===== src/rtl/moore_seq_detector.sv =====
// -----------------------------------------------------------------------------
// moore_seq_detector
//
// Parametrised Moore serial pattern detector. Bits arrive MSB-first on x_in;
// the state register holds the number of pattern bits currently matched
// (0..PATTERN_W). Reaching PATTERN_W raises y_out for that state and bumps a
// saturating match counter. Overlapping or restart-after-match detection is
// chosen by OVERLAP.
//
// Ports:
//   clock     - rising-edge system clock
//   reset     - asynchronous, active-low reset
//   x_in      - serial data bit, sampled on the rising edge
//   en        - shift enable; when low the state and counter hold
//   clr_cnt   - synchronous clear of match_cnt (wins over a same-edge match)
//   y_out     - detect flag, decoded from the state register only
//   state     - current matched-prefix length
//   match_cnt - saturating count of detections
// -----------------------------------------------------------------------------
module moore_seq_detector #(
  parameter int                   PATTERN_W = 4,
  parameter logic [PATTERN_W-1:0] PATTERN   = 4'b1011,
  parameter bit                   OVERLAP   = 1'b1,
  parameter int                   CNT_W     = 8
) (
  input  logic                             clock,
  input  logic                             reset,
  input  logic                             x_in,
  input  logic                             en,
  input  logic                             clr_cnt,
  output logic                             y_out,
  output logic [$clog2(PATTERN_W+1)-1:0]   state,
  output logic [CNT_W-1:0]                 match_cnt
);

  localparam int SW = $clog2(PATTERN_W + 1);

  // The state space scales with PATTERN_W, so states are plain encoded
  // prefix lengths rather than enum members; only the endpoints are named.
  typedef logic [SW-1:0] state_t;

  localparam state_t              S_IDLE  = '0;
  localparam state_t              S_MATCH = SW'(PATTERN_W);
  localparam logic [CNT_W-1:0]    CNT_MAX = '1;

  if (PATTERN_W < 2 || PATTERN_W > 16) begin : g_bad_pattern_w
    $error("moore_seq_detector: PATTERN_W must be in 2..16");
  end

  // Longest prefix of PATTERN that is a suffix of (first k pattern bits, b).
  // From the full-match state with OVERLAP=0, history is discarded and only
  // the new bit can start a fresh match.
  function automatic int next_match(input int k, input logic b);
    int   len;
    int   jmax;
    int   pos;
    int   result;
    logic ok;
    logic s_bit;
    result = 0;
    if (k >= PATTERN_W && !OVERLAP) begin
      if (b == PATTERN[PATTERN_W-1]) result = 1;
    end else begin
      len  = k + 1;
      jmax = (len > PATTERN_W) ? PATTERN_W : len;
      for (int j = 1; j <= jmax; j++) begin
        ok = 1'b1;
        for (int i = 0; i < j; i++) begin
          pos = len - j + i;
          if (pos < k) s_bit = PATTERN[PATTERN_W-1-pos];
          else         s_bit = b;
          if (s_bit != PATTERN[PATTERN_W-1-i]) ok = 1'b0;
        end
        if (ok) result = j;
      end
    end
    return result;
  endfunction

  // Per-state successors, folded to constants during elaboration.
  state_t nxt_on0 [PATTERN_W+1];
  state_t nxt_on1 [PATTERN_W+1];

  for (genvar k = 0; k <= PATTERN_W; k++) begin : g_next
    localparam int N0 = next_match(k, 1'b0);
    localparam int N1 = next_match(k, 1'b1);
    assign nxt_on0[k] = SW'(N0);
    assign nxt_on1[k] = SW'(N1);
  end

  state_t            state_q,     state_d;
  logic [CNT_W-1:0]  match_cnt_q, match_cnt_d;

  always_comb begin
    // NOTE: every output of this block gets a default first, so no path
    // leaves a variable unassigned and no latch is inferred.
    state_d     = state_q;
    match_cnt_d = match_cnt_q;

    if (en) begin
      // Encodings above S_MATCH match no entry and fall back to S_IDLE.
      state_d = S_IDLE;
      for (int k = 0; k <= PATTERN_W; k++) begin
        if (state_q == SW'(k)) state_d = x_in ? nxt_on1[k] : nxt_on0[k];
      end
    end

    if (clr_cnt) begin
      match_cnt_d = '0;
    end else if (en && state_d == S_MATCH && match_cnt_q != CNT_MAX) begin
      match_cnt_d = match_cnt_q + 1'b1;
    end
  end

  // NOTE: state flops use non-blocking assignments so every flop samples
  // the pre-edge values, independent of process evaluation order.
  always_ff @(posedge clock or negedge reset) begin
    if (!reset) begin
      state_q     <= S_IDLE;
      match_cnt_q <= '0;
    end else begin
      state_q     <= state_d;
      match_cnt_q <= match_cnt_d;
    end
  end

  assign y_out     = (state_q == S_MATCH);
  assign state     = state_q;
  assign match_cnt = match_cnt_q;

endmodule

===== config.mk =====
export PLATFORM = sky130hd
export DESIGN_NAME = moore_seq_detector
export DESIGN_NICKNAME = d
export VERILOG_FILES = /design/src/rtl/moore_seq_detector.sv
export SDC_FILE = /design/constraint.sdc
export NUM_CORES = 1
export LEC_CHECK = 0
export CORE_AREA = 2 2 55 46
export DETAILED_ROUTE_END_ITERATION = 6
export DIE_AREA = 0 0 57 48
export GPL_TIMING_DRIVEN = 0
export MAX_ROUTING_LAYER = met4
export SYNTH_ARGS = -nofsm -noshare
export SYNTH_HDL_FRONTEND = slang
export SYNTH_SLANG_ARGS = --single-unit

===== constraint.sdc =====
create_clock -name clock -period 1.7 [get_ports clock]
set_input_delay 0.34 -clock clock [delete_from_list [all_inputs] [get_ports clock]]
set_output_delay 0.34 -clock clock [all_outputs]
set_load 0.01 [all_outputs]

==> metrics.yaml, run 1 <==
status:
  status: "complete, no violations"
power:
  intPower_uw: 468.2
  p_clk_share_pct: 26.1
  ir_worst_vdd_uv: 462.2
  pwr-share-comb_pct: 27.4
  power_density_nw_per_um2: 834.3
  p_sw_uw: 225.0
  p_leak_uw: 0.0003355
  seqPwrFrac_pct: 46.5
  p_sw_share_pct: 32.46
floorplan:
  die_area_um2: 2736
  io_pins: 17
  fp.dieW_um: 57
  initial_core_util_pct: 29.24
  die_y_um: 48
  core-area_um2: 2140
  num_rows: 15
sta:
  clock.fmax_mhz: 606.2
  drv_slew: 0
  worst_slack_ps: 50.27
  period_share_pct: 97.04
  hold_viol_final: 0
  holdWs_ps: 335.5
  tns_ps: 0
  setup_viol: 0
  tightest_slew_ps: 511.6
  layout_min_cycle_time_ps: 1650
  rsz0062_at_grt: "false"
  relSlewSlack_pct: 65.79
  skew_ps: 2.906
finish:
  multi_input_area_um2: 332.8
  finalNonFillerCells: 106
  syn2layout_area_growth_pct: 32.80
  nFillCells: 227
  seqCellArea_um2: 279.0
  antenna_cells: 0
  drive_above_1_share_pct: 16.05
  num-nets-final: 88
critical_path:
  r2r_slack_ps: 260
  cp.required_ps: 1360
  timing.critical_path.arrival_ps: 1310
  cpPeakStageDelay_ps: 590
  r2r-end: "match_cnt[1]$_DFFE_PN0P_"
  cp_num_buf_inv: 1
  slowest_stage: "clkdlybuf4s50_1"
  cp_max_fo: 8
  crit_type: "reg -> out"
  cp-end-kind: "primary output"
  r2r_cells: 5
  cp-start-kind: "flip-flop"
  cpLargestDelayFamily: "buffers and inverters"
  r2r_start: "match_cnt[0]$_DFFE_PN0P_"
  crit_chain: "clkdlybuf4s50_1"
synthesis:
  synth_top_area_share_pct: 44.00
  synth_area_leaders: "dfrtp_1 44%, a31oi_1 4.0%, a21oi_1 3.2%"
  synthFlopType: "dfrtp_1"
  synth.most_common_cell: "dfrtp_1"
  synth_area_leader_cell: "dfrtp_1"
  synth_commonest_cells: "11 x dfrtp_1, 5 x nand2_1, 5 x nor2_1"
  async_flop_share_pct: 100.0
  syn_nets: 69
  avgSynthCellArea_um2: 9.930
  ys_warn_count: 0
  seq_area_frac_synth_pct: 44.00
  mappedNetlistArea_um2: 625.6
  synth_cell_types: 30
  synth_cells: 63
  ys_ff_latch: 11
  synth-edff-count: 0
worst_hold_path:
  min_from: "en"
  hp-class: "in -> reg"
  hold_depth: 2
  hold_end: "state[0]$_DFF_PN0_"
route:
  wl_per_cell_um: 13.57
  drc: 0
  routed_via_density: 5.283
  vias: 560
  finalWirelength_mm: 1.438
  drt_iter0_markers: 14
  drtPass1Iterations: 5
  ant_nets: 0
global_routing:
  antenna_found_initial: 0
  grt_pass1_wl_mm: 2.359
  grt.overflow.total: 0
  grtUsageTotal_pct: 12.09
  grt_max_degree: 12
  grt_pass1_vias: 495
clocking:
  worstSkewPairLatency_ps: 270
  clk_path_buf_depth: 2
  ctsRootBufferMaster: "clkbuf_4"
  htree_levels: 1
  cts_made_buffers: 3
  cts_sinks: 11
  hold_buffers: 0
  clk_pin_slew_worst_paths_ps: 70
  cts_tree: "built"
placed_design:
  dp.cells: 102
  place_congestion: 0.7792
  port_buffers: 14
  dpl_worst_slack_ps: -68.25
  hpwl_mm: 1.044
flow_run:
  drv_cap: 0
## through the flow
step	power (µW)	cell area (µm²)	util [%]
6_report	693.1	830.8	38.83
5_1_grt	742.1	830.8	38.83
4_1_cts	701.2	829.5	38.77
3_5_place_dp	510.2	797.0	37.25
3_3_place_gp	507.8	797.0	37.25
2_1_floorplan	432.8	625.6	-
## registers in the layout, indices dropped and copies added (netlist names)
name       flops
state          3
match_cnt      8
## power by group through the flow
stage / sequential, µW / clock, µW / combinational (µW)
after floorplan: 326 / 0 / 107
after global placement: 321 / 0 / 187
after detailed placement: 321 / 0 / 189
after CTS: 322 / 189 / 190
after global routing: 329 / 208 / 206
final: 323 / 181 / 190
## metal layers
layer,GRT usage [%],wire length (µm),up-vias
li1,-,-,273
met1,17.57,734,265
met2,15.63,615,20
met3,2.703,83,2
met4,5.581,5,0
met5,-,0,-
## logic make-up after synthesis
logic type | after synthesis | share of synthesized area (%)
AND/OR/NAND/NOR | 25 | 25.60
AO/OA/AOI/OAI | 18 | 20.20
flip-flops | 11 | 44.00
buffers and inverters | 5 | 3.600
multiplexers | 2 | 3.200
XOR/XNOR | 1 | 1.400
adder cells (fa/ha/maj) | 1 | 2.000
## placed cells by master (no fill, tap or decap), types with 2 or more instances in the layout
cell / instances
o22ai_1: 2
clkbuf_4: 3
nand3_1: 2
a31oi_1: 4
nand2_1: 5
inv_1: 3
nor3_2: 2
a211oi_1: 2
clkdlybuf4s50_1: 13
dfrtp_1: 8
a311oi_1: 2
nor2_1: 5
a21oi_1: 4
dfrtp_2: 3
and3_1: 2
mux2i_1: 2
## what timing repair did
| item | CTS | global route |
|---|---|---|
| setup endpoints to repair | 1 | 1 |
| gates resized for setup | 4 | 1 |
| buffers inserted | 0 | 0 |
| endpoints found under the hold margin | 0 | 0 |
## worst max-delay path by stage
stage	start	endpoint	slack, ps	cells past startpoint
2_1_floorplan	match_cnt[0]$_DFFE_PN0P_	match_cnt[1]$_DFFE_PN0P_	360	5
6_report	match_cnt[3]$_DFFE_PN0P_	match_cnt[3]	50	1
4_1_cts	match_cnt[6]$_DFFE_PN0P_	match_cnt[6]	40	1
5_1_grt	match_cnt[2]$_DFFE_PN0P_	match_cnt[2]	3	1
3_3_place_gp	x_in	match_cnt[5]$_DFFE_PN0P_	-110	5
3_5_place_dp	x_in	match_cnt[7]$_DFFE_PN0P_	-70	5
## layout make-up
type                       count  share of cell area [%]
multi-input combinational     47                   40.06
sequential                    11                   33.58
timing repair buffer          14                   16.72
tap                           25                   3.765
clock buffer                   4                   3.163
buffer                         2                   1.355
inverter                       3                   1.355
No activity file was read; power rests on OpenSTA's default activity.
==> inputs of run 2 (changes only) <==
- RECOVER_POWER: unset -> 25
==> run 2 against run 1 <==
Clock-buffer cell count unchanged. Clock skew unchanged. Flip-flop and latch count unchanged. Cell area unchanged. First-iteration DRC count unchanged. Critical path type unchanged. Largest power group unchanged. Highest routed layer unchanged.
==> metrics.yaml, run 2 (synthesis results as in run 1) <==
status:
  status: "complete, no violations"  # unchanged
finish:
  largest_reg_flops: 8  # unchanged
  final_common_cell: "clkdlybuf4s50_1"  # unchanged
  mostFrequentLayoutCells: "12 x clkdlybuf4s50_1, 8 x dfrtp_1, 5 x nor2_1, 5 x nand2_1"  # was 13 x clkdlybuf4s50_1, 8 x dfrtp_1, 5 x nor2_1, 5 x nand2_1
  seqCellArea_um2: 279.0  # unchanged
  syn2layout_area_growth_pct: 32.80  # unchanged
  finalNonFillerCells: 106  # unchanged
  nFillCells: 227  # unchanged
  fin_area_um2: 830.8  # unchanged
  drive_above_1_share_pct: 16.05  # unchanged
  antenna_cells: 0  # unchanged
  num-nets-final: 88  # unchanged
  multi_input_area_um2: 332.8  # unchanged
sta:
  hold_viol_final: 0  # unchanged
  rsz0062_at_grt: "false"  # unchanged
  drv_slew: 0  # unchanged
  tightest_slew_ps: 516.8  # was 511.6 ps
  period_share_pct: 97.04  # unchanged
  skew_ps: 2.906  # unchanged
  clock.fmax_mhz: 606.2  # unchanged
  setup_viol: 0  # unchanged
  layout_min_cycle_time_ps: 1650  # unchanged
  relSlewSlack_pct: 65.43  # was 65.79%
  tns_ps: 0  # unchanged
route:
  wl_per_cell_um: 13.57  # unchanged
  highest_layer: "met4"  # unchanged
  drc: 0  # unchanged
  met3WireLength_um: 83  # unchanged
  vias: 560  # unchanged
  wl_met1_um: 733  # was 734 µm
  ant_nets: 0  # unchanged
  drt_iter0_markers: 14  # unchanged
  wl_met2_um: 615  # unchanged
  drtPass1Iterations: 5  # unchanged
  finalWirelength_mm: 1.438  # unchanged
  routed_via_density: 5.283  # unchanged
critical_path:
  r2r_start: "match_cnt[0]$_DFFE_PN0P_"  # unchanged
  slowest_stage: "clkdlybuf4s50_1"  # unchanged
  cp-end-kind: "primary output"  # unchanged
  crit_path_start: "match_cnt[3]$_DFFE_PN0P_"  # unchanged
  cp.required_ps: 1360  # about the same
  cp_num_buf_inv: 1  # unchanged
  cp_max_fo: 8  # unchanged
  timing.critical_path.arrival_ps: 1310  # about the same
  cpLargestDelayFamily: "buffers and inverters"  # unchanged
  cpPeakStageDelay_ps: 590  # about the same
  crit_type: "reg -> out"  # unchanged
  cp-start-kind: "flip-flop"  # unchanged
  crit_chain: "clkdlybuf4s50_1"  # unchanged
placed_design:
  hpwl_mm: 1.044  # unchanged
  place_congestion: 0.7792  # unchanged
  dp.cells: 102  # unchanged
  dpl_cell_area_um2: 797.0  # unchanged
  port_buffers: 14  # unchanged
power:
  seqPwrFrac_pct: 46.6  # was 46.5%
  p_sw_share_pct: 32.48  # was 32.46%
  p_leak_uw: 0.0003357  # was 0.0003355 µW
  ir_worst_vdd_uv: 460.6  # was 462.2 µV
  power_density_nw_per_um2: 833.8  # was 834.3 nW/µm²
  p_sw_uw: 225.0  # unchanged
  p_clk_share_pct: 26.1  # about the same
  pwr-share-comb_pct: 27.3  # was 27.4%
  intPower_uw: 467.7  # was 468.2 µW
floorplan:
  core-area_um2: 2140  # unchanged
  io_pins: 17  # unchanged
  fp.dieW_um: 57  # unchanged
  initial_core_util_pct: 29.24  # unchanged
  die_y_um: 48  # unchanged
  die_area_um2: 2736  # unchanged
  num_rows: 15  # unchanged
flow_run:
  drv_cap: 0  # unchanged
clocking:
  cts_made_buffers: 3  # unchanged
  clk_path_buf_depth: 2  # unchanged
  cts_sinks: 11  # unchanged
  ctsRootBufferMaster: "clkbuf_4"  # unchanged
  postCtsSetupBuffers: 0  # unchanged
  cts_tree: "built"  # unchanged
  htree_levels: 1  # unchanged
  worstSkewPairLatency_ps: 270  # about the same
  clk_pin_slew_worst_paths_ps: 70  # about the same
global_routing:
  grt_pass1_vias: 495  # unchanged
  grt_pass1_wl_mm: 2.359  # unchanged
  antenna_found_initial: 0  # unchanged
  grtUsageTotal_pct: 12.09  # unchanged
  grt_max_degree: 12  # unchanged
  grt.overflow.total: 0  # unchanged
worst_hold_path:
  hp-class: "in -> reg"  # unchanged
  min_from: "en"  # unchanged
-- run 2: changes by cell type in the layout (fill, tap and decap cells not counted) --
cell | before | now
clkdlybuf4s50_1 | 13 | 12
dlygate4sd3_1 | 0 | 1
-- run 2: final timing paths --
check                                      endpoint  slack [ps]  depth (start not counted)
hold reg to reg            match_cnt[1]$_DFFE_PN0P_         600                          2
hold / removal                   state[0]$_DFF_PN0_         340                          2
setup reg to reg           match_cnt[1]$_DFFE_PN0P_         260                          5
max in group asynchronous  match_cnt[6]$_DFFE_PN0P_         850                          1
min in group asynchronous  match_cnt[0]$_DFFE_PN0P_         480                          1
setup / recovery                       match_cnt[3]          50                          1
-- run 2: area by class of cell --
class                      count  share of cell area [%]
multi-input combinational     47                   40.06
sequential                    11                   33.58
timing repair buffer          14                   16.72
tap                           25                   3.765
clock buffer                   4                   3.163
buffer                         2                   1.355
inverter                       3                   1.355
-- run 2: layer usage --
| layer | up-vias | GRT usage (%) |
|---|---|---|
| met3 | 2 | 2.703 |
| met2 | 20 | 15.63 |
| met1 | 265 | 17.57 |
| met4 | 0 | 5.581 |
| li1 | 273 | - |
| met5 | - | - |
-- run 2: through the flow --
stage	hold WS [ps]	utilization, %	power (µW)	setup slack, ps
after global placement	574.5	37.25	507.8	-105.7
after floorplan	44.41	-	432.8	360.8
after global routing	331.4	38.83	741.7	3.267
final	335.5	38.83	692.7	50.27
after CTS	322.2	38.77	701.2	35.70
after detailed placement	577.0	37.25	510.2	-68.25
-- run 2: power groups by stage --
stage	Combinational (µW)	Sequential, µW	Clock [µW]
floorplan	107	326	0
global placement	187	321	0
detailed placement	189	321	0
CTS	190	322	189
global route	205	329	208
finish	189	323	181
-- run 2: repair_timing --
action | in CTS | in global routing
hold buffers | 0 | 0
gates cloned | 0 | 0
setup endpoints to repair | 1 | 1
gates resized for setup | 4 | 1
==> inputs of run 3 (changes only) <==
- MAX_ROUTING_LAYER: met4 -> unset
==> run 3 against run 2 <==
Largest cell class unchanged. Critical path type unchanged. Critical path depth stayed put. First-iteration DRC count increased by 14%. Combinational power hardly changed. Critical endpoint unchanged. Via count is 0.18% lower. Largest power group unchanged. Clock power about the same. Worst hold slack barely moved. Routed wire length increased by 0.35%. Register-to-register slack hardly changed. Setup slack worse by 1.8 ps. Non-clock buffer count is the same.
==> metrics.yaml, run 3 (synthesis results as in run 1) <==
critical_path:
  cp-end-kind: "primary output"  # unchanged
  r2r-end: "match_cnt[1]$_DFFE_PN0P_"  # unchanged
  cp_num_buf_inv: 1  # unchanged
  cpPeakStageDelay_ps: 590  # about the same
  cp_max_fo: 8  # unchanged
  cp.required_ps: 1360  # about the same
  r2r_slack_ps: 270  # was 260 ps
  timing.critical_path.arrival_ps: 1310  # about the same
  r2r_start: "match_cnt[0]$_DFFE_PN0P_"  # unchanged
  cp-start-kind: "flip-flop"  # unchanged
  cpLargestDelayFamily: "buffers and inverters"  # unchanged
  slowest_stage: "clkdlybuf4s50_1"  # unchanged
  crit_type: "reg -> out"  # unchanged
  r2r_cells: 5  # unchanged
  crit_chain: "clkdlybuf4s50_1"  # unchanged
global_routing:
  grt_pass1_vias: 496  # was 495
  grt_max_degree: 12  # unchanged
  grt.overflow.total: 0  # unchanged
  antenna_found_initial: 0  # unchanged
  grtUsageTotal_pct: 11.69  # was 12.09%
  grt_pass1_wl_mm: 2.359  # unchanged
sta:
  setup_viol: 0  # unchanged
  layout_min_cycle_time_ps: 1652  # was 1650 ps
  tns_ps: 0  # unchanged
  skew_ps: 2.512  # was 2.906 ps
  worst_slack_ps: 48.43  # was 50.27 ps
  hold_viol_final: 0  # unchanged
  period_share_pct: 97.15  # was 97.04%
  rsz0062_at_grt: "false"  # unchanged
  holdWs_ps: 335.9  # was 335.5 ps
  relSlewSlack_pct: 65.58  # was 65.43%
  drv_slew: 0  # unchanged
  tightest_slew_ps: 514.5  # was 516.8 ps
  clock.fmax_mhz: 605.5  # was 606.2 MHz
clocking:
  clk_pin_slew_worst_paths_ps: 70  # about the same
  cts_sinks: 11  # unchanged
  htree_levels: 1  # unchanged
  worstSkewPairLatency_ps: 270  # about the same
  postCtsSetupBuffers: 0  # unchanged
  clk_path_buf_depth: 2  # unchanged
  ctsRootBufferMaster: "clkbuf_4"  # unchanged
  cts_made_buffers: 3  # unchanged
  cts_tree: "built"  # unchanged
route:
  finalWirelength_mm: 1.443  # was 1.438 mm
  vias: 559  # was 560
  wl_per_cell_um: 13.61  # was 13.57 µm
  wl_met1_um: 722  # was 733 µm
  drt_iter0_markers: 16  # was 14
  ant_nets: 0  # unchanged
  highest_layer: "met3"  # was met4
  wl_met2_um: 623  # was 615 µm
  drc: 0  # unchanged
  drtPass1Iterations: 4  # was 5
  met3WireLength_um: 96  # was 83 µm
  routed_via_density: 5.274  # was 5.283
power:
  p_leak_uw: 0.0003357  # unchanged
  ir_worst_vdd_uv: 460.7  # was 460.6 µV
  power_density_nw_per_um2: 834.9  # was 833.8 nW/µm²
floorplan:
  core-area_um2: 2140  # unchanged
  die_y_um: 48  # unchanged
  num_rows: 15  # unchanged
  initial_core_util_pct: 29.24  # unchanged
  fp.dieW_um: 57  # unchanged
  io_pins: 17  # unchanged
  die_area_um2: 2736  # unchanged
finish:
  finish.utilization_pct: 38.83  # unchanged
  largest_reg_flops: 8  # unchanged
  final_common_cell: "clkdlybuf4s50_1"  # unchanged
  syn2layout_area_growth_pct: 32.80  # unchanged
  drive_above_1_share_pct: 16.05  # unchanged
  num-nets-final: 88  # unchanged
  mostFrequentLayoutCells: "12 x clkdlybuf4s50_1, 8 x dfrtp_1, 5 x nor2_1, 5 x nand2_1"  # unchanged
  antenna_cells: 0  # unchanged
worst_hold_path:
  hold_end: "state[0]$_DFF_PN0_"  # unchanged
  hp-class: "in -> reg"  # unchanged
  min_from: "en"  # unchanged
  hold_depth: 2  # unchanged
placed_design:
  place_congestion: 0.7689  # was 0.7792
  dpl_worst_slack_ps: -68.25  # unchanged
  hpwl_mm: 1.044  # unchanged
  port_buffers: 14  # unchanged
status:
  status: "complete, no violations"  # unchanged
flow_run:
  drv_cap: 0  # unchanged
-- run 3: worst max path at each step --
| stage | startpoint | endpoint | cells after the start |
|---|---|---|---|
| after global routing | match_cnt[2]$_DFFE_PN0P_ | match_cnt[2] | 1 |
| after CTS | match_cnt[6]$_DFFE_PN0P_ | match_cnt[6] | 1 |
| after global placement | x_in | match_cnt[5]$_DFFE_PN0P_ | 5 |
| after detailed placement | x_in | match_cnt[7]$_DFFE_PN0P_ | 5 |
| final | match_cnt[3]$_DFFE_PN0P_ | match_cnt[3] | 1 |
| after floorplan | match_cnt[0]$_DFFE_PN0P_ | match_cnt[1]$_DFFE_PN0P_ | 5 |
-- run 3: timing repair --
item	in CTS	in global routing
resized for setup	4	1
cloned	0	0
setup endpoints to repair	1	1
hold buffers	0	0
-- run 3: power breakdown --
group,leakage [µW],internal [µW],switching [µW]
registers,0.000146,284,38.5
clock network,0.0000150,90.8,90.3
logic,0.000175,93.0,97.0
-- run 3: per-stage QoR --
stage                     cells  area [µm²]  power [µW]
after floorplan              63       625.6       432.8
after global placement      102       797.0       507.8
after detailed placement    102       797.0       510.2
after CTS                   106       829.5       701.2
after global routing        106       830.8       741.7
final                       106       830.8       693.6
-- run 3: final cells by class --
type | count | area, µm²
Buffer | 2 | 11.26
Sequential cell | 11 | 279.0
Tap cell | 25 | 31.28
Multi-Input combinational cell | 47 | 332.8
Timing Repair Buffer | 14 | 138.9
Inverter | 3 | 11.26
Fill cell | 227 | 1309
Clock buffer | 4 | 26.28
-- run 3: routing by layer --
layer	vias to the layer above	GRT usage, %
met5	-	0
met4	0	5.581
met3	0	3.243
met2	20	15.63
met1	266	17.24
li1	273	-
